--- config.mk ---
export PLATFORM = sky130hd
export DESIGN_NAME = prog_loader
export DESIGN_NICKNAME = d
export VERILOG_FILES = /design/src/rtl/prog_loader_pkg.sv /design/src/rtl/prog_loader_byte_packer.sv /design/src/rtl/prog_loader.sv
export SDC_FILE = /design/constraint.sdc
export NUM_CORES = 1
export LEC_CHECK = 0
export CORE_AREA = 2 2 94 114
export DETAILED_ROUTE_END_ITERATION = 8
export DIE_AREA = 0 0 96 116
export PLACE_DENSITY_LB_ADDON = 0.2
export RECOVER_POWER = 50
export SLEW_MARGIN = 5
export SYNTH_ARGS = -nofsm -noshare
export SYNTH_HDL_FRONTEND = slang
export SYNTH_HIERARCHICAL = 1
export SYNTH_SLANG_ARGS = --single-unit
--- constraint.sdc ---
create_clock -name i_clk -period 3.8 [get_ports i_clk]
set_input_delay 0.57 -clock i_clk [delete_from_list [all_inputs] [get_ports i_clk]]
set_output_delay 0.57 -clock i_clk [all_outputs]
set_load 0.02 [all_outputs]
--- src/rtl/prog_loader_pkg.sv ---
// ----------------------------------------------------------------------------
// prog_loader_pkg
// Shared types and constants for the boot-time program loader.
//   state_e        : loader FSM states
//   BYTES_PER_WORD : stream bytes per 32-bit word
//   idx_width()    : word-index width able to hold a given word-count limit
// ----------------------------------------------------------------------------
package prog_loader_pkg;

    typedef enum logic [2:0] {
        StIdle,
        StClr,
        StHdr,
        StData,
        StWrite,
        StCsum,
        StRun,
        StErr
    } state_e;

    localparam int unsigned BYTES_PER_WORD = 4;
    localparam int unsigned MAX_WORDS_DFLT = 1024;

    function automatic int unsigned idx_width(input int unsigned max_words);
        return $clog2(max_words + 1);
    endfunction

    localparam int unsigned IDX_W = idx_width(MAX_WORDS_DFLT);

endpackage

--- src/rtl/prog_loader_byte_packer.sv ---
// ----------------------------------------------------------------------------
// prog_loader_byte_packer
// Assembles accepted stream bytes into little-endian 32-bit words (first byte
// lands in bits [7:0]). o_word_valid pulses combinationally alongside the
// fourth byte, with o_word already holding the completed word.
// Ports:
//   i_clk, i_rst_n  : clock, async active-low reset
//   i_clr           : synchronous clear of the partial word and byte count
//   i_byte_valid    : a byte is accepted this cycle
//   i_byte          : accepted byte
//   o_word          : completed word (valid together with o_word_valid)
//   o_word_valid    : fourth byte of a word accepted this cycle
// ----------------------------------------------------------------------------
module prog_loader_byte_packer
    import prog_loader_pkg::*;
(
    input  logic        i_clk,
    input  logic        i_rst_n,
    input  logic        i_clr,
    input  logic        i_byte_valid,
    input  logic [7:0]  i_byte,
    output logic [31:0] o_word,
    output logic        o_word_valid
);

    logic [1:0]  r_cnt;
    // Only the three earlier bytes need storing; the last arrives on i_byte.
    logic [23:0] r_word;

    always_ff @(posedge i_clk or negedge i_rst_n) begin
        if (!i_rst_n) begin
            r_cnt  <= 2'd0;
            r_word <= 24'd0;
        end else if (i_clr) begin
            r_cnt  <= 2'd0;
            r_word <= 24'd0;
        end else if (i_byte_valid) begin
            r_cnt  <= r_cnt + 2'd1;
            r_word <= {i_byte, r_word[23:8]};
        end
    end

    assign o_word       = {i_byte, r_word};
    assign o_word_valid = i_byte_valid && (r_cnt == 2'(BYTES_PER_WORD - 1));

endmodule

--- src/rtl/prog_loader.sv ---
// ----------------------------------------------------------------------------
// prog_loader
// Boot-time loader in front of the core's program-load port. Receives a
// framed byte stream (4-byte LE word count N, N LE words, 1 XOR checksum
// byte), writes each word through the rom_* port while holding the core in
// register reset, and releases the core only on a good checksum.
// Ports:
//   i_clk, i_rst_n       : clock, async active-low reset
//   i_load_req           : start a load (honoured in IDLE/RUN/ERR)
//   i_in_valid/i_in_data : byte stream, transfers when i_in_valid && o_in_ready
//   o_in_ready           : loader accepts a byte this cycle
//   i_ebreak             : core ebreak indication
//   o_rom_wen/addr/wdata : word write strobe, byte address, data
//   o_core_reg_reset     : core register/PC reset (low only while running)
//   o_core_mem_reset     : core memory clear (one cycle per load)
//   o_done, o_err        : load complete / load failed (sticky to next load)
//   o_halted             : ebreak seen while running (sticky to next load)
// All outputs are registered.
// ----------------------------------------------------------------------------
module prog_loader
    import prog_loader_pkg::*;
#(
    parameter logic [31:0] BASE_ADDR = 32'h0000_0000,
    parameter int unsigned MAX_WORDS = MAX_WORDS_DFLT
) (
    input  logic        i_clk,
    input  logic        i_rst_n,
    input  logic        i_load_req,
    input  logic        i_in_valid,
    input  logic [7:0]  i_in_data,
    output logic        o_in_ready,
    input  logic        i_ebreak,
    output logic        o_rom_wen,
    output logic [31:0] o_rom_addr,
    output logic [31:0] o_rom_wdata,
    output logic        o_core_reg_reset,
    output logic        o_core_mem_reset,
    output logic        o_done,
    output logic        o_err,
    output logic        o_halted
);

    localparam int unsigned IdxW = idx_width(MAX_WORDS);

    state_e            r_state;
    state_e            w_state_d;
    logic [IdxW-1:0]   r_idx;
    logic [IdxW-1:0]   w_idx_inc;
    logic [IdxW-1:0]   r_n;
    logic [7:0]        r_csum;

    logic              r_in_ready;
    logic              r_rom_wen;
    logic [31:0]       r_rom_addr;
    logic [31:0]       r_rom_wdata;
    logic              r_core_reg_reset;
    logic              r_core_mem_reset;
    logic              r_done;
    logic              r_err;
    logic              r_halted;

    logic              w_fire;
    logic              w_pack_valid;
    logic              w_clr;
    logic [31:0]       w_word;
    logic              w_word_valid;
    logic              w_hdr_bad;

    assign w_fire       = i_in_valid && r_in_ready;
    // Header and data bytes both feed the packer and the running checksum.
    assign w_pack_valid = w_fire && ((r_state == StHdr) || (r_state == StData));
    assign w_clr        = (r_state == StClr);
    assign w_idx_inc    = r_idx + 1'b1;
    assign w_hdr_bad    = (w_word == 32'd0) || (w_word > 32'(MAX_WORDS));

    prog_loader_byte_packer u_packer (
        .i_clk        (i_clk),
        .i_rst_n      (i_rst_n),
        .i_clr        (w_clr),
        .i_byte_valid (w_pack_valid),
        .i_byte       (i_in_data),
        .o_word       (w_word),
        .o_word_valid (w_word_valid)
    );

    always_comb begin
        w_state_d = r_state;
        unique case (r_state)
            StIdle:  if (i_load_req) w_state_d = StClr;
            StClr:   w_state_d = StHdr;
            StHdr:   if (w_word_valid) w_state_d = w_hdr_bad ? StErr : StData;
            StData:  if (w_word_valid) w_state_d = StWrite;
            StWrite: w_state_d = (w_idx_inc == r_n) ? StCsum : StData;
            StCsum:  if (w_fire) w_state_d = (i_in_data == r_csum) ? StRun : StErr;
            StRun:   if (i_load_req) w_state_d = StClr;
            StErr:   if (i_load_req) w_state_d = StClr;
            default: w_state_d = StIdle;
        endcase
    end

    // Datapath: index, word count, checksum.
    always_ff @(posedge i_clk or negedge i_rst_n) begin
        if (!i_rst_n) begin
            r_state <= StIdle;
            r_idx   <= '0;
            r_n     <= '0;
            r_csum  <= 8'd0;
        end else begin
            r_state <= w_state_d;
            if (w_clr) begin
                r_idx  <= '0;
                r_n    <= '0;
                r_csum <= 8'd0;
            end else begin
                if (r_state == StWrite) r_idx <= w_idx_inc;
                if (w_pack_valid) r_csum <= r_csum ^ i_in_data;
                // N is only kept when in range, so it fits the index width.
                if ((r_state == StHdr) && w_word_valid && !w_hdr_bad) begin
                    r_n <= w_word[IdxW-1:0];
                end
            end
        end
    end

    // Outputs decoded from the next state so they line up with r_state.
    always_ff @(posedge i_clk or negedge i_rst_n) begin
        if (!i_rst_n) begin
            r_in_ready       <= 1'b0;
            r_rom_wen        <= 1'b0;
            r_rom_addr       <= 32'd0;
            r_rom_wdata      <= 32'd0;
            r_core_reg_reset <= 1'b1;
            r_core_mem_reset <= 1'b0;
            r_done           <= 1'b0;
            r_err            <= 1'b0;
            r_halted         <= 1'b0;
        end else begin
            r_in_ready       <= (w_state_d == StHdr) || (w_state_d == StData) ||
                                (w_state_d == StCsum);
            r_rom_wen        <= (w_state_d == StWrite);
            if (w_state_d == StWrite) begin
                r_rom_addr  <= BASE_ADDR + (32'(r_idx) << 2);
                r_rom_wdata <= w_word;
            end
            r_core_reg_reset <= (w_state_d != StRun);
            r_core_mem_reset <= (w_state_d == StClr);
            r_done           <= (w_state_d == StRun);
            r_err            <= (w_state_d == StErr);
            if (w_state_d == StClr) begin
                r_halted <= 1'b0;
            end else if ((r_state == StRun) && i_ebreak) begin
                r_halted <= 1'b1;
            end
        end
    end

    assign o_in_ready       = r_in_ready;
    assign o_rom_wen        = r_rom_wen;
    assign o_rom_addr       = r_rom_addr;
    assign o_rom_wdata      = r_rom_wdata;
    assign o_core_reg_reset = r_core_reg_reset;
    assign o_core_mem_reset = r_core_mem_reset;
    assign o_done           = r_done;
    assign o_err            = r_err;
    assign o_halted         = r_halted;

endmodule

==> metrics list <==
- The signal on the critical path passes through clkdlybuf4s50_1 -> nor4_2 -> nand4_1 -> nor4b_4 -> nand3_1 -> nand3_1 -> o21ai_1.
- Counting both buffers and inverters, the worst setup path holds a total of 1.
- CTS saw 109 sinks.
- Kind of end point of the critical path: flip-flop
- STA puts the critical path data arrival time at 2890 ps.
- Dividing the detail-routed via count by the number of cells gives 5.31.
* Worst supply voltage drop on vdd: 422 uV
- Post-route worst setup slack: 1110 ps
* Post-Syn Area per Cell: 9.44 um^2
* Antenna violations before repair: 0
- The number of gates resized after CTS was 0.
- The checks that failed: capacitance limit, slew limit.
- Setup repair after global routing left no endpoint under its margin.
- Compared with the post-synthesis result, the final layout area differs by 17.1%.
- Placeable core region: 9960 um^2
- Number of global-route vias before repair: 3757
* Top library cells by usage in the layout, fill and taps aside: sky130_fd_sc_hd__nand2_1, sky130_fd_sc_hd__dfrtp_1, sky130_fd_sc_hd__nor2_1, sky130_fd_sc_hd__o21ai_0, sky130_fd_sc_hd__clkdlybuf4s50_1
- Initial Util: 0.529
- For the finished layout, the period the worst path requires is 2690 ps.
* Drt first-iter violations: 226
* Required time at the worst-slack endpoint: 4000 ps
- Cell variety after synth: 53
- The worst setup path is launched from an input port.
* Remaining design rule violation count: 0
* Biggest area consumer among synthesized cells: sky130_fd_sc_hd__dfrtp_1
- Stage delay of the slowest cell on the critical path: 550 ps
- TritonCTS clock tree: yes
- Cell with the most instances on the worst path: sky130_fd_sc_hd__nand3_1
- Headroom to the max-slew limit came out at -0.0751.
* Total area of multi-input combinational cells: 2180 um^2
* Main flop type after synthesis: sky130_fd_sc_hd__dfrtp_1
- Reg area: 2730 um^2
- The number of hold violations in the final report was 0.
- Entering global routing, the biggest net connects 65 pins.
* Fraction of final layout cells with drive strength greater than 1: 0.0705
- TritonCTS Buffers: 9
* Vias after detailed routing: 3908
* Worst-skew pair later-pin latency: 340 ps
- The min-delay analysis places its worst path in the category flip-flop to flip-flop.
- Ranked by total cell area, the synthesized netlist is headed by sky130_fd_sc_hd__dfrtp_1, sky130_fd_sc_hd__nand2_1, sky130_fd_sc_hd__mux2i_1.
- The root buffer cell chosen for the clock tree is sky130_fd_sc_hd__clkbuf_16.
- At the placement stage, the worst setup path has a slack of 732 ps.
* Row count: 40
* Commonest non-fill, non-tap cell in the layout: sky130_fd_sc_hd__nand2_1
- Register clock-pin slew on the reported worst setup and hold paths: 70 ps
- Top Ports: 84
- Gr usage total: 0.215
* Yosys warning total: 6
- Setup violations remaining at the end of the flow were counted as 0.
- Worst Max-Slew Pin Slew: 1610 ps
- Yosys top cell area share: 0.513
- Portion of the clock cycle consumed by the worst path in the final layout: 0.707
- For this run, global-route usage on met3 was measured as 0.0371.
- Worst-path maximum fanout: 22
- Async set-or-reset flop fraction in the synthesized netlist: 1.00
* Wire length of the first global-routing pass: 18500 um
- Part of the Yosys area used for sequential elements: 0.518
- Post-route clock skew: 7.04 ps
- Maxcap violations: 1
* CP top delay family: simple AND/OR/NAND/NOR gates
- Leakage Power: 0.00297 uW
* Setup bufs post-CTS: 0
- Die Y-Extent: 116 um
- Final global-route overflow total: 0
* Final-stage net count: 620
* Hold_buf cts: 0
* Layout fillers: 853
- Synthesis inferred 109 register bits.
* Length of the first detailed-routing pass in iterations: 4
- H-Tree Depth: 3
- Fin Setup TNS: 0 ps
- Busiest layer in global routing: met2
- For met1 alone, demand over resource in global routing was 0.285.
- The synthesized netlist occupies a cell area of 5270 um^2.
- Number of flops mapped to enable cells by yosys: 0
* Routability Congestion: 0.806
- In this run the power density over the cells is 761 nW/um^2.
- The max-slew violation count was 65.
- Cells after synthesis: 558
- For met2 alone, demand over resource in global routing was 0.361.
- Post-route antenna net violation count: 0
* Clock Tree Buf Depth: 2
- Result of the run: finished, violations left
* Max Clock Freq: 372 MHz
* Standard cell with the maximum stage delay on the critical path: sky130_fd_sc_hd__nand3_1
- DIE AREA: 11100 um^2
* Final wirelength: 11000 um
- The number of antenna diodes in the final layout is 0.
- The setup path with the least slack is of type input port to flip-flop.
* Routed WL per cell: 15.0 um
- Input and output buffers added on the ports amount to 62.
- Summed over all nets, the half-perimeter wirelength after detailed placement is 7780 um.
- Die width: 96 um
stage by stage:
stage	instances	total power (uW)	util	instance area, um^2	hold WS (ps)
finish	736	4700	0.620	6170	467
detailed placement	720	3680	0.586	5830	462
global route	736	5000	0.620	6170	494
CTS	736	4770	0.621	6180	351
global placement	720	3630	0.586	5830	458
floorplan	578	3040	-	5350	274
final timing paths:
| check | slack (ps) | endpoint | start | cells past startpoint |
|---|---|---|---|---|
| min in group asynchronous | 620 | r_idx[4]$_DFFE_PN0P_ | i_rst_n | 1 |
| hold reg to reg | 470 | o_rom_addr[3]$_DFFE_PN0N_ | o_rom_addr[3]$_DFFE_PN0N_ | 2 |
| max in group asynchronous | 1220 | o_rom_addr[4]$_DFFE_PN0N_ | i_rst_n | 2 |
| hold / removal | 470 | o_rom_addr[3]$_DFFE_PN0N_ | o_rom_addr[3]$_DFFE_PN0N_ | 2 |
| setup / recovery | 1110 | r_n[2]$_DFFE_PN0P_ | i_in_data[0] | 7 |
| setup reg to reg | 1270 | o_rom_wdata[24]$_DFFE_PN0N_ | r_state[1]$_DFF_PN0_ | 9 |
cell families (layout without fill, tap and decap cells):
logic type,after synthesis,in the layout,share of synthesized area
AOI/OAI and AO/OA,83,83,0.0940
xor gates and xnor gates,24,24,0.0399
adders and majority gates,2,2,0.00475
buffers and inverters,75,107,0.0843
DFF,109,109,0.518
muxes,26,26,0.0494
other,1,21,0.000712
and+or+nand+nor,238,238,0.209
cell type report:
class	count	share of cell area
Sequential cell	109	0.442
Inverter	18	0.0109
Clock buffer	10	0.0387
Tap cell	126	0.0255
Timing Repair Buffer	73	0.112
Multi-Input combinational cell	394	0.353
Clock inverter	6	0.0178
report_power, final:
group | leakage, uW | internal (uW) | total, uW | switching (uW)
combinational | 0.00138 | 724 | 1730 | 1010
sequential | 0.00142 | 1550 | 1890 | 345
clock | 0.000165 | 661 | 1070 | 412
total | 0.00297 | 2930 | 4700 | 1760
routing by layer:
layer / vias up / part of all wire
met1: 1897 / 0.43
met2: 96 / 0.52
met3: 8 / 0.038
met5: - / 0
li1: 1907 / -
met4: 0 / 0.0078
synthesized netlist by cell type, drive strengths merged, types with 2 or more instances:
| cell type | instances |
|---|---|
| a211oi | 2 |
| a21oi | 6 |
| a31oi | 3 |
| a41oi | 2 |
| and2 | 2 |
| and3 | 2 |
| buf | 42 |
| clkbuf | 15 |
| dfrtp | 108 |
| ha | 2 |
| inv | 17 |
| mux2i | 26 |
| nand2 | 124 |
| nand3 | 18 |
| nand4 | 6 |
| nor2 | 55 |
| nor2b | 7 |
| nor3 | 6 |
| nor4 | 9 |
| o21ai | 55 |
| o22ai | 2 |
| o31ai | 4 |
| o41ai | 2 |
| or2 | 3 |
| xnor2 | 8 |
| xor2 | 16 |
state kept, by name, indices dropped and copies added, names as in the netlist:
register / flops
o_err: 1
o_rom_wen: 1
u_packer/r_word: 24
o_halted: 1
r_n: 11
r_idx: 11
o_in_ready: 1
o_done: 1
o_core_mem_reset: 1
o_rom_wdata: 32
u_packer/r_cnt: 2
o_core_reg_reset: 1
r_csum: 8
o_rom_addr: 11
r_state: 3
worst min-delay path, stage by stage (launching register included):
cell                      delay [ps]
sky130_fd_sc_hd__dfrtp_1         340
sky130_fd_sc_hd__nand2_1          50
sky130_fd_sc_hd__nand2_1          50
No activity file was read; power rests on OpenSTA's default activity.
